**src/rtl/pong_vga_if.sv**
```systemverilog
// Game-core <-> renderer bundle: game state in, VGA pins and frame strobe out.
interface pong_vga_if;
  logic [9:0] player_paddle_y;
  logic [9:0] opponent_paddle_y;
  logic [9:0] ball_x;
  logic [9:0] ball_y;
  logic [7:0] score;
  logic       hsync;
  logic       vsync;
  logic [1:0] r;
  logic [1:0] g;
  logic [1:0] b;
  logic [7:0] vga_out;
  logic       frame_tick;

  // game core side
  modport master (
    output player_paddle_y, opponent_paddle_y, ball_x, ball_y, score,
    input  hsync, vsync, r, g, b, vga_out, frame_tick
  );

  // renderer side
  modport slave (
    input  player_paddle_y, opponent_paddle_y, ball_x, ball_y, score,
    output hsync, vsync, r, g, b, vga_out, frame_tick
  );
endinterface

```
**src/rtl/pong_vga_renderer.sv**
```systemverilog
// Pong VGA renderer: raster counters, per-frame shadow of the game state,
// two-stage shape/colour pipeline with syncs delayed to stay aligned.
module pong_vga_renderer #(
  parameter int SCREEN_WIDTH  = 640,
  parameter int SCREEN_HEIGHT = 480,
  parameter int BALL_SIZE     = 10,
  parameter int PADDLE_WIDTH  = 10,
  parameter int PADDLE_HEIGHT = 60,
  parameter int H_FP          = 16,
  parameter int H_SYNC        = 96,
  parameter int H_BP          = 48,
  parameter int V_FP          = 10,
  parameter int V_SYNC        = 2,
  parameter int V_BP          = 33
) (
  input  logic        clk,
  input  logic        rst_n,
  pong_vga_if.slave   io_vga
);

  localparam int H_TOTAL   = SCREEN_WIDTH + H_FP + H_SYNC + H_BP;
  localparam int V_TOTAL   = SCREEN_HEIGHT + V_FP + V_SYNC + V_BP;
  localparam int H_SYNC_LO = SCREEN_WIDTH + H_FP;
  localparam int H_SYNC_HI = H_SYNC_LO + H_SYNC;
  localparam int V_SYNC_LO = SCREEN_HEIGHT + V_FP;
  localparam int V_SYNC_HI = V_SYNC_LO + V_SYNC;

  // stage-1 record: shape hits plus raw timing for one pixel
  typedef struct packed {
    logic ball;
    logic paddle;
    logic opp_bar;
    logic ply_bar;
    logic net;
    logic active;
    logic hs;
    logic vs;
  } s1_t;

  localparam s1_t S1_RST = '{ball: 1'b0, paddle: 1'b0, opp_bar: 1'b0,
                             ply_bar: 1'b0, net: 1'b0, active: 1'b0,
                             hs: 1'b1, vs: 1'b1};

  logic [9:0] r_h_cnt, r_v_cnt;
  logic [9:0] r_ply_y, r_opp_y, r_ball_x, r_ball_y;
  logic [7:0] r_score;
  s1_t        r_s1;
  logic [5:0] r_rgb;
  logic       r_hs, r_vs;

  logic       w_h_last, w_v_last, w_load, w_frame_tick;
  logic [10:0] w_x, w_y, w_bx, w_by, w_oy, w_py;
  s1_t        w_s1;
  logic [5:0] w_rgb;

  assign w_h_last     = (r_h_cnt == 10'(H_TOTAL - 1));
  assign w_v_last     = (r_v_cnt == 10'(V_TOTAL - 1));
  // last active pixel of the frame: the next edge enters vertical blanking
  assign w_load       = w_h_last && (r_v_cnt == 10'(SCREEN_HEIGHT - 1));
  assign w_frame_tick = (r_h_cnt == 10'd0) && (r_v_cnt == 10'(SCREEN_HEIGHT));

  // raster counters
  always_ff @(posedge clk) begin
    if (!rst_n) begin
      r_h_cnt <= '0;
      r_v_cnt <= '0;
    end else if (w_h_last) begin
      r_h_cnt <= '0;
      r_v_cnt <= w_v_last ? 10'd0 : r_v_cnt + 10'd1;
    end else begin
      r_h_cnt <= r_h_cnt + 10'd1;
    end
  end

  // shadow the game state once per frame so a frame never mixes two states
  always_ff @(posedge clk) begin
    if (!rst_n) begin
      r_ply_y  <= '0;
      r_opp_y  <= '0;
      r_ball_x <= '0;
      r_ball_y <= '0;
      r_score  <= '0;
    end else if (w_load) begin
      r_ply_y  <= io_vga.player_paddle_y;
      r_opp_y  <= io_vga.opponent_paddle_y;
      r_ball_x <= io_vga.ball_x;
      r_ball_y <= io_vga.ball_y;
      r_score  <= io_vga.score;
    end
  end

  // widen to 11 bits so ball/paddle extents never wrap
  assign w_x  = {1'b0, r_h_cnt};
  assign w_y  = {1'b0, r_v_cnt};
  assign w_bx = {1'b0, r_ball_x};
  assign w_by = {1'b0, r_ball_y};
  assign w_oy = {1'b0, r_opp_y};
  assign w_py = {1'b0, r_ply_y};

  // shape tests for the pixel the counters currently point at
  always_comb begin
    w_s1         = S1_RST;
    w_s1.ball    = (w_x >= w_bx) && (w_x <= w_bx + 11'(BALL_SIZE)) &&
                   (w_y >= w_by) && (w_y <= w_by + 11'(BALL_SIZE));
    w_s1.paddle  = ((w_x < 11'(PADDLE_WIDTH)) &&
                    (w_y >= w_oy) && (w_y < w_oy + 11'(PADDLE_HEIGHT))) ||
                   ((w_x >= 11'(SCREEN_WIDTH - PADDLE_WIDTH)) &&
                    (w_y >= w_py) && (w_y < w_py + 11'(PADDLE_HEIGHT)));
    // bars grow outward from the centre; a zero score gives an empty range
    w_s1.opp_bar = (w_y >= 11'd8) && (w_y < 11'd16) &&
                   (w_x >= 11'd304 - {4'b0, r_score[7:4], 3'b000}) &&
                   (w_x < 11'd304);
    w_s1.ply_bar = (w_y >= 11'd8) && (w_y < 11'd16) &&
                   (w_x >= 11'd336) &&
                   (w_x < 11'd336 + {4'b0, r_score[3:0], 3'b000});
    w_s1.net     = ((w_x == 11'd319) || (w_x == 11'd320)) && !r_v_cnt[4];
    w_s1.active  = (r_h_cnt < 10'(SCREEN_WIDTH)) && (r_v_cnt < 10'(SCREEN_HEIGHT));
    w_s1.hs      = !((r_h_cnt >= 10'(H_SYNC_LO)) && (r_h_cnt < 10'(H_SYNC_HI)));
    w_s1.vs      = !((r_v_cnt >= 10'(V_SYNC_LO)) && (r_v_cnt < 10'(V_SYNC_HI)));
  end

  // stage 1: register hits and raw syncs
  always_ff @(posedge clk) begin
    if (!rst_n) r_s1 <= S1_RST;
    else        r_s1 <= w_s1;
  end

  // colour priority, blanked outside the active area
  always_comb begin
    w_rgb = 6'b00_00_00;
    if (r_s1.active) begin
      if      (r_s1.ball)    w_rgb = 6'b11_11_00;
      else if (r_s1.paddle)  w_rgb = 6'b11_11_11;
      else if (r_s1.opp_bar) w_rgb = 6'b11_00_00;
      else if (r_s1.ply_bar) w_rgb = 6'b00_11_00;
      else if (r_s1.net)     w_rgb = 6'b01_01_01;
    end
  end

  // stage 2: registered pins
  always_ff @(posedge clk) begin
    if (!rst_n) begin
      r_rgb <= '0;
      r_hs  <= 1'b1;
      r_vs  <= 1'b1;
    end else begin
      r_rgb <= w_rgb;
      r_hs  <= r_s1.hs;
      r_vs  <= r_s1.vs;
    end
  end

  assign io_vga.r          = r_rgb[5:4];
  assign io_vga.g          = r_rgb[3:2];
  assign io_vga.b          = r_rgb[1:0];
  assign io_vga.hsync      = r_hs;
  assign io_vga.vsync      = r_vs;
  assign io_vga.frame_tick = w_frame_tick;
  assign io_vga.vga_out    = {r_hs, r_rgb[0], r_rgb[2], r_rgb[4],
                              r_vs, r_rgb[1], r_rgb[3], r_rgb[5]};

endmodule

```
**src/flat_wrapper.sv**
```systemverilog
// flat-port wrapper written by rule: the top's interface ports become plain ports
module pong_vga_renderer_flat 
#(
  parameter int SCREEN_WIDTH  = 640,
  parameter int SCREEN_HEIGHT = 480,
  parameter int BALL_SIZE     = 10,
  parameter int PADDLE_WIDTH  = 10,
  parameter int PADDLE_HEIGHT = 60,
  parameter int H_FP          = 16,
  parameter int H_SYNC        = 96,
  parameter int H_BP          = 48,
  parameter int V_FP          = 10,
  parameter int V_SYNC        = 2,
  parameter int V_BP          = 33
)
  (clk, rst_n, io_vga_player_paddle_y, io_vga_opponent_paddle_y, io_vga_ball_x, io_vga_ball_y, io_vga_score, io_vga_hsync, io_vga_vsync, io_vga_r, io_vga_g, io_vga_b, io_vga_vga_out, io_vga_frame_tick);
  pong_vga_if io_vga_i ();
  input  logic clk;
  input  logic rst_n;
  input wire logic [$bits(io_vga_i.player_paddle_y)-1:0] io_vga_player_paddle_y;
  input wire logic [$bits(io_vga_i.opponent_paddle_y)-1:0] io_vga_opponent_paddle_y;
  input wire logic [$bits(io_vga_i.ball_x)-1:0] io_vga_ball_x;
  input wire logic [$bits(io_vga_i.ball_y)-1:0] io_vga_ball_y;
  input wire logic [$bits(io_vga_i.score)-1:0] io_vga_score;
  output wire logic [$bits(io_vga_i.hsync)-1:0] io_vga_hsync;
  output wire logic [$bits(io_vga_i.vsync)-1:0] io_vga_vsync;
  output wire logic [$bits(io_vga_i.r)-1:0] io_vga_r;
  output wire logic [$bits(io_vga_i.g)-1:0] io_vga_g;
  output wire logic [$bits(io_vga_i.b)-1:0] io_vga_b;
  output wire logic [$bits(io_vga_i.vga_out)-1:0] io_vga_vga_out;
  output wire logic [$bits(io_vga_i.frame_tick)-1:0] io_vga_frame_tick;
  assign io_vga_i.player_paddle_y = io_vga_player_paddle_y;
  assign io_vga_i.opponent_paddle_y = io_vga_opponent_paddle_y;
  assign io_vga_i.ball_x = io_vga_ball_x;
  assign io_vga_i.ball_y = io_vga_ball_y;
  assign io_vga_i.score = io_vga_score;
  assign io_vga_hsync = io_vga_i.hsync;
  assign io_vga_vsync = io_vga_i.vsync;
  assign io_vga_r = io_vga_i.r;
  assign io_vga_g = io_vga_i.g;
  assign io_vga_b = io_vga_i.b;
  assign io_vga_vga_out = io_vga_i.vga_out;
  assign io_vga_frame_tick = io_vga_i.frame_tick;
  pong_vga_renderer #(.SCREEN_WIDTH(SCREEN_WIDTH), .SCREEN_HEIGHT(SCREEN_HEIGHT), .BALL_SIZE(BALL_SIZE), .PADDLE_WIDTH(PADDLE_WIDTH), .PADDLE_HEIGHT(PADDLE_HEIGHT), .H_FP(H_FP), .H_SYNC(H_SYNC), .H_BP(H_BP), .V_FP(V_FP), .V_SYNC(V_SYNC), .V_BP(V_BP)) u_core (.clk(clk), .rst_n(rst_n), .io_vga(io_vga_i));
endmodule
```
**config.mk**
```make
export PLATFORM = sky130hd
export DESIGN_NAME = pong_vga_renderer_flat
export DESIGN_NICKNAME = d
export VERILOG_FILES = /design/src/rtl/pong_vga_if.sv /design/src/rtl/pong_vga_renderer.sv /design/src/flat_wrapper.sv
export SDC_FILE = /design/constraint.sdc
export NUM_CORES = 1
export LEC_CHECK = 0
export ABC_CLOCK_PERIOD_IN_PS = 2480
export CAP_MARGIN = 10
export CORE_MARGIN = 2
export CORE_UTILIZATION = 50
export DETAILED_ROUTE_END_ITERATION = 10
export GPL_TIMING_DRIVEN = 0
export PLACE_DENSITY = 0.74
export SLEW_MARGIN = 40
export SYNTH_ARGS = -nofsm -noshare
export SYNTH_HDL_FRONTEND = slang
export SYNTH_SLANG_ARGS = --single-unit
```
**constraint.sdc**
```tcl
create_clock -name clk -period 2.48 [get_ports clk]
set_clock_uncertainty 0.1 [all_clocks]
set_input_delay 0.496 -clock clk [delete_from_list [all_inputs] [get_ports clk]]
set_output_delay 0.496 -clock clk [all_outputs]
set_load 0.02 [all_outputs]
```
==> run_results.csv <==
group,metric,value,unit
sta,clock.fmax,394,MHz
setup_path,critical_path_class,"reg2reg",
drt,post_drt_wl_per_cell,15.9,um
worst_hold_path,hold_path.class,"reg2reg",
floorplanning,dieArea,12800,um2
floorplanning,start_util,51.7,%
global_routing,grt_first_pass_wirelength,24600,um
floorplanning,fp-row-count,39,
clock_tree,h-tree-depth,3,
logic_synthesis,synth_edf_count,0,
job,drv_cap,0,
logic_synthesis,synthArstFlopShare,0,%
drt,vias,5282,
logic_synthesis,synth_nets,859,
sta,relSlewSlack,59.8,%
finish,utilization,64.8,%
setup_path,path_max_fanout,3,
finish,nets,950,
placement,place_congestion,0.887,
sta,slew_viol_final,0,
placement,place_area,6780,um2
setup_path,startpoint_type,"register",
sta,worstMarginPinSlew,603,ps
logic_synthesis,netlist_area,5950,um2
worst_hold_path,hp-start,"u_core.r_s1[1]",
sta,hold_viol,0,
pwr,peakVddDrop,0.000267,V
setup_path,r2r_slack,-60,ps
setup_path,worstSetupStartpoint,"u_core.r_ball_x[2]",
setup_path,rr_endpoint,"u_core.r_s1[7]",
floorplanning,ios,67,
clock_tree,clk_pin_slew,70,ps
logic_synthesis,syn_inst,715,
sta,period_share,102,%
floorplanning,die_h,113,um
sta,worst_slack,-57.6,ps
setup_path,r2r_cells,10,
setup_path,end_kind,"register",
finish,areaGrowthSynthToFinish,25.4,%
setup_path,arrival,2660,ps
setup_path,worstPathRequired,2600,ps
drt,drc,2,
placement,dp.cells,923,
outcome,status,"complete, but fails checks",
logic_synthesis,synth_top_area_share,28.3,%
sta,fin_crit,2540,ps
logic_synthesis,yosys_warnings,0,
setup_path,endpoint,"u_core.r_s1[7]",
finish,fin_area,7460,um2
clock_tree,clkSinkCount,84,
clock_tree,cts_hold_buffers,0,
global_routing,antenna_found_initial,0,
finish,num_antenna_cells,0,
global_routing,grt_max_degree,15,
floorplanning,coreArea,11500,um2
placement,dpl.hpwl,11000,um
clock_tree,root_buffer,"clkbuf_16",
drt,viasPerCell,5.54,
placement,portBuffers,65,
sta,fin_tns_setup,-57.6,ps
logic_synthesis,synthDistinctLibCells,59,
global_routing,first_global_vias,5277,
finish,final_cells,954,
global_routing,grt_overflow,0,
pwr,leakage,2.97,nW
drt,drtIter0Drc,228,
logic_synthesis,synth_area_leaders,"dfxtp_1, ha_1, nand2_1",
drt,routed_wl,15100,um
global_routing,grtUsageTotal,24.0,%
clock_tree,cts_max_path_buffers,2,
pwr,power_density,397,nW/um2
drt,drtAntennaViolNets,0,
outcome,violations,"design-rule violations, negative setup slack",
floorplanning,die_w,113,um
clock_tree,clkLatencyLatePin,350,ps
finish,drive_gt1_share,16.3,%
logic_synthesis,synth.avg_cell_area,8.32,um2
sta,rsz0062_at_grt,"true",
clock_tree,cts_tree,"yes",
clock_tree,cts_made_buffers,9,
logic_synthesis,seq_area_frac_synth,28.3,%
logic_synthesis,synthFlopType,"dfxtp_1",
logic_synthesis,synth_area_leader_cell,"dfxtp_1",
logic_synthesis,ys_seq_elements,84,
sta,finalSetupViolCount,1,
drt,first_pass_iters,9,
setup_path,rr_startpoint,"u_core.r_ball_x[2]",
==> how the worst min path moves through the flow <==
stage | endpoint | slack, ps | cells after the start
floorplan | u_core.io_vga.hsync | 290 | 1
global placement | u_core.io_vga.vsync | 290 | 1
detailed placement | u_core.io_vga.hsync | 310 | 1
CTS | u_core.io_vga.hsync | 320 | 1
global route | u_core.io_vga.vsync | 330 | 1
finish | u_core.io_vga.hsync | 320 | 1
==> cells by family (layout without fill, tap and decap cells) <==
logic type	Yosys count	in the layout	share of synthesized area [%]
and+or+nand+nor	271	271	22.0
AOI/OAI and AO/OA	141	141	16.5
adders and majority gates	94	94	19.8
DFF	84	84	28.3
buffers and inverters	81	177	7.00
xor gates and xnor gates	44	44	6.48
==> Yosys cell counts (5+ instances only) <==
| library cell | number |
|---|---|
| o21ai_0 | 16 |
| nor3b_1 | 6 |
| a21boi_1 | 9 |
| nor2_1 | 42 |
| o21a_1 | 8 |
| clkbuf_1 | 10 |
| inv_1 | 49 |
| nand2_1 | 125 |
| a211oi_1 | 5 |
| nand4_1 | 14 |
| xor2_1 | 13 |
| buf_4 | 11 |
| nor3_1 | 22 |
| nor4_1 | 6 |
| ha_1 | 94 |
| a21boi_0 | 42 |
| o211ai_1 | 5 |
| nand3_1 | 13 |
| nand2b_1 | 10 |
| a21oi_1 | 24 |
| xnor2_1 | 31 |
| dfxtp_1 | 84 |
==> where the power goes <==
| part | internal, W | total [W] | leakage [nW] | switching (W) |
|---|---|---|---|---|
| registers | 0.00136 | 0.00138 | 0.693 | 0.0000165 |
| logic | 0.000129 | 0.000206 | 2.14 | 0.0000768 |
| clock network | 0.000810 | 0.00138 | 0.138 | 0.000571 |
==> layer usage <==
layer / track usage [%] / wire (um) / vias up
met5: 0 / 0 / -
met4: 9.11 / 348 / 0
met3: 4.77 / 689 / 26
met2: 41.9 / 7560 / 136
met1: 29.1 / 6550 / 2448
li1: - / - / 2672
==> registers in the layout (all words and copies together), names as in the netlist, 8 cells and up <==
signal           flops
u_core.r_ball_x     10
u_core.r_h_cnt      10
u_core.r_v_cnt      10
u_core.r_s1          8
u_core.r_ball_y     10
u_core.r_score       8
u_core.r_opp_y      10
u_core.r_ply_y      10
==> stage by stage <==
stage,hold WS (ps),total power (W),setup WS (ps)
CTS,320,0.00297,-41.1
finish,318,0.00296,-57.6
global route,332,0.00305,-158
detailed placement,306,0.00161,-332
global placement,291,0.00161,-325
floorplan,286,0.00149,24.2
==> cells in the final DEF (no fill, tap or decap), types with 22 or more instances in the layout <==
master             n
inv_1             42
xnor2_1           28
a21boi_0          42
dfxtp_1           59
nand2_1          124
buf_4             24
ha_1              90
nor2_1            42
dfxtp_2           22
clkdlybuf4s50_1   64
==> timing repair <==
action	in CTS	in global routing
endpoints found under the setup margin	23	25
gates cloned	0	0
buffers inserted	7	8
pin swaps	16	28
resized for setup	46	47
==> critical path, cell delays in order, from the launching register on <==
cell and delay, ps:
dfxtp_2 370, ha_4 160, o21ai_4 60, or3_4 390, xnor2_2 140, ha_1 320
o21ai_0 160, nand2b_1 90, a21oi_2 160, a311oi_2 70, nor4bb_2 400
==> cell type report <==
cell class / instances / area (um2)
fill: 968 / 4050
inverter: 49 / 188
buffer: 32 / 238
clock buffer: 11 / 243
sequential: 84 / 1720
timing repair buffer: 80 / 772
tap: 143 / 179
clock inverter: 5 / 61.3
multi-input combinational: 550 / 4060
No activity file was read; power rests on OpenSTA's default activity.
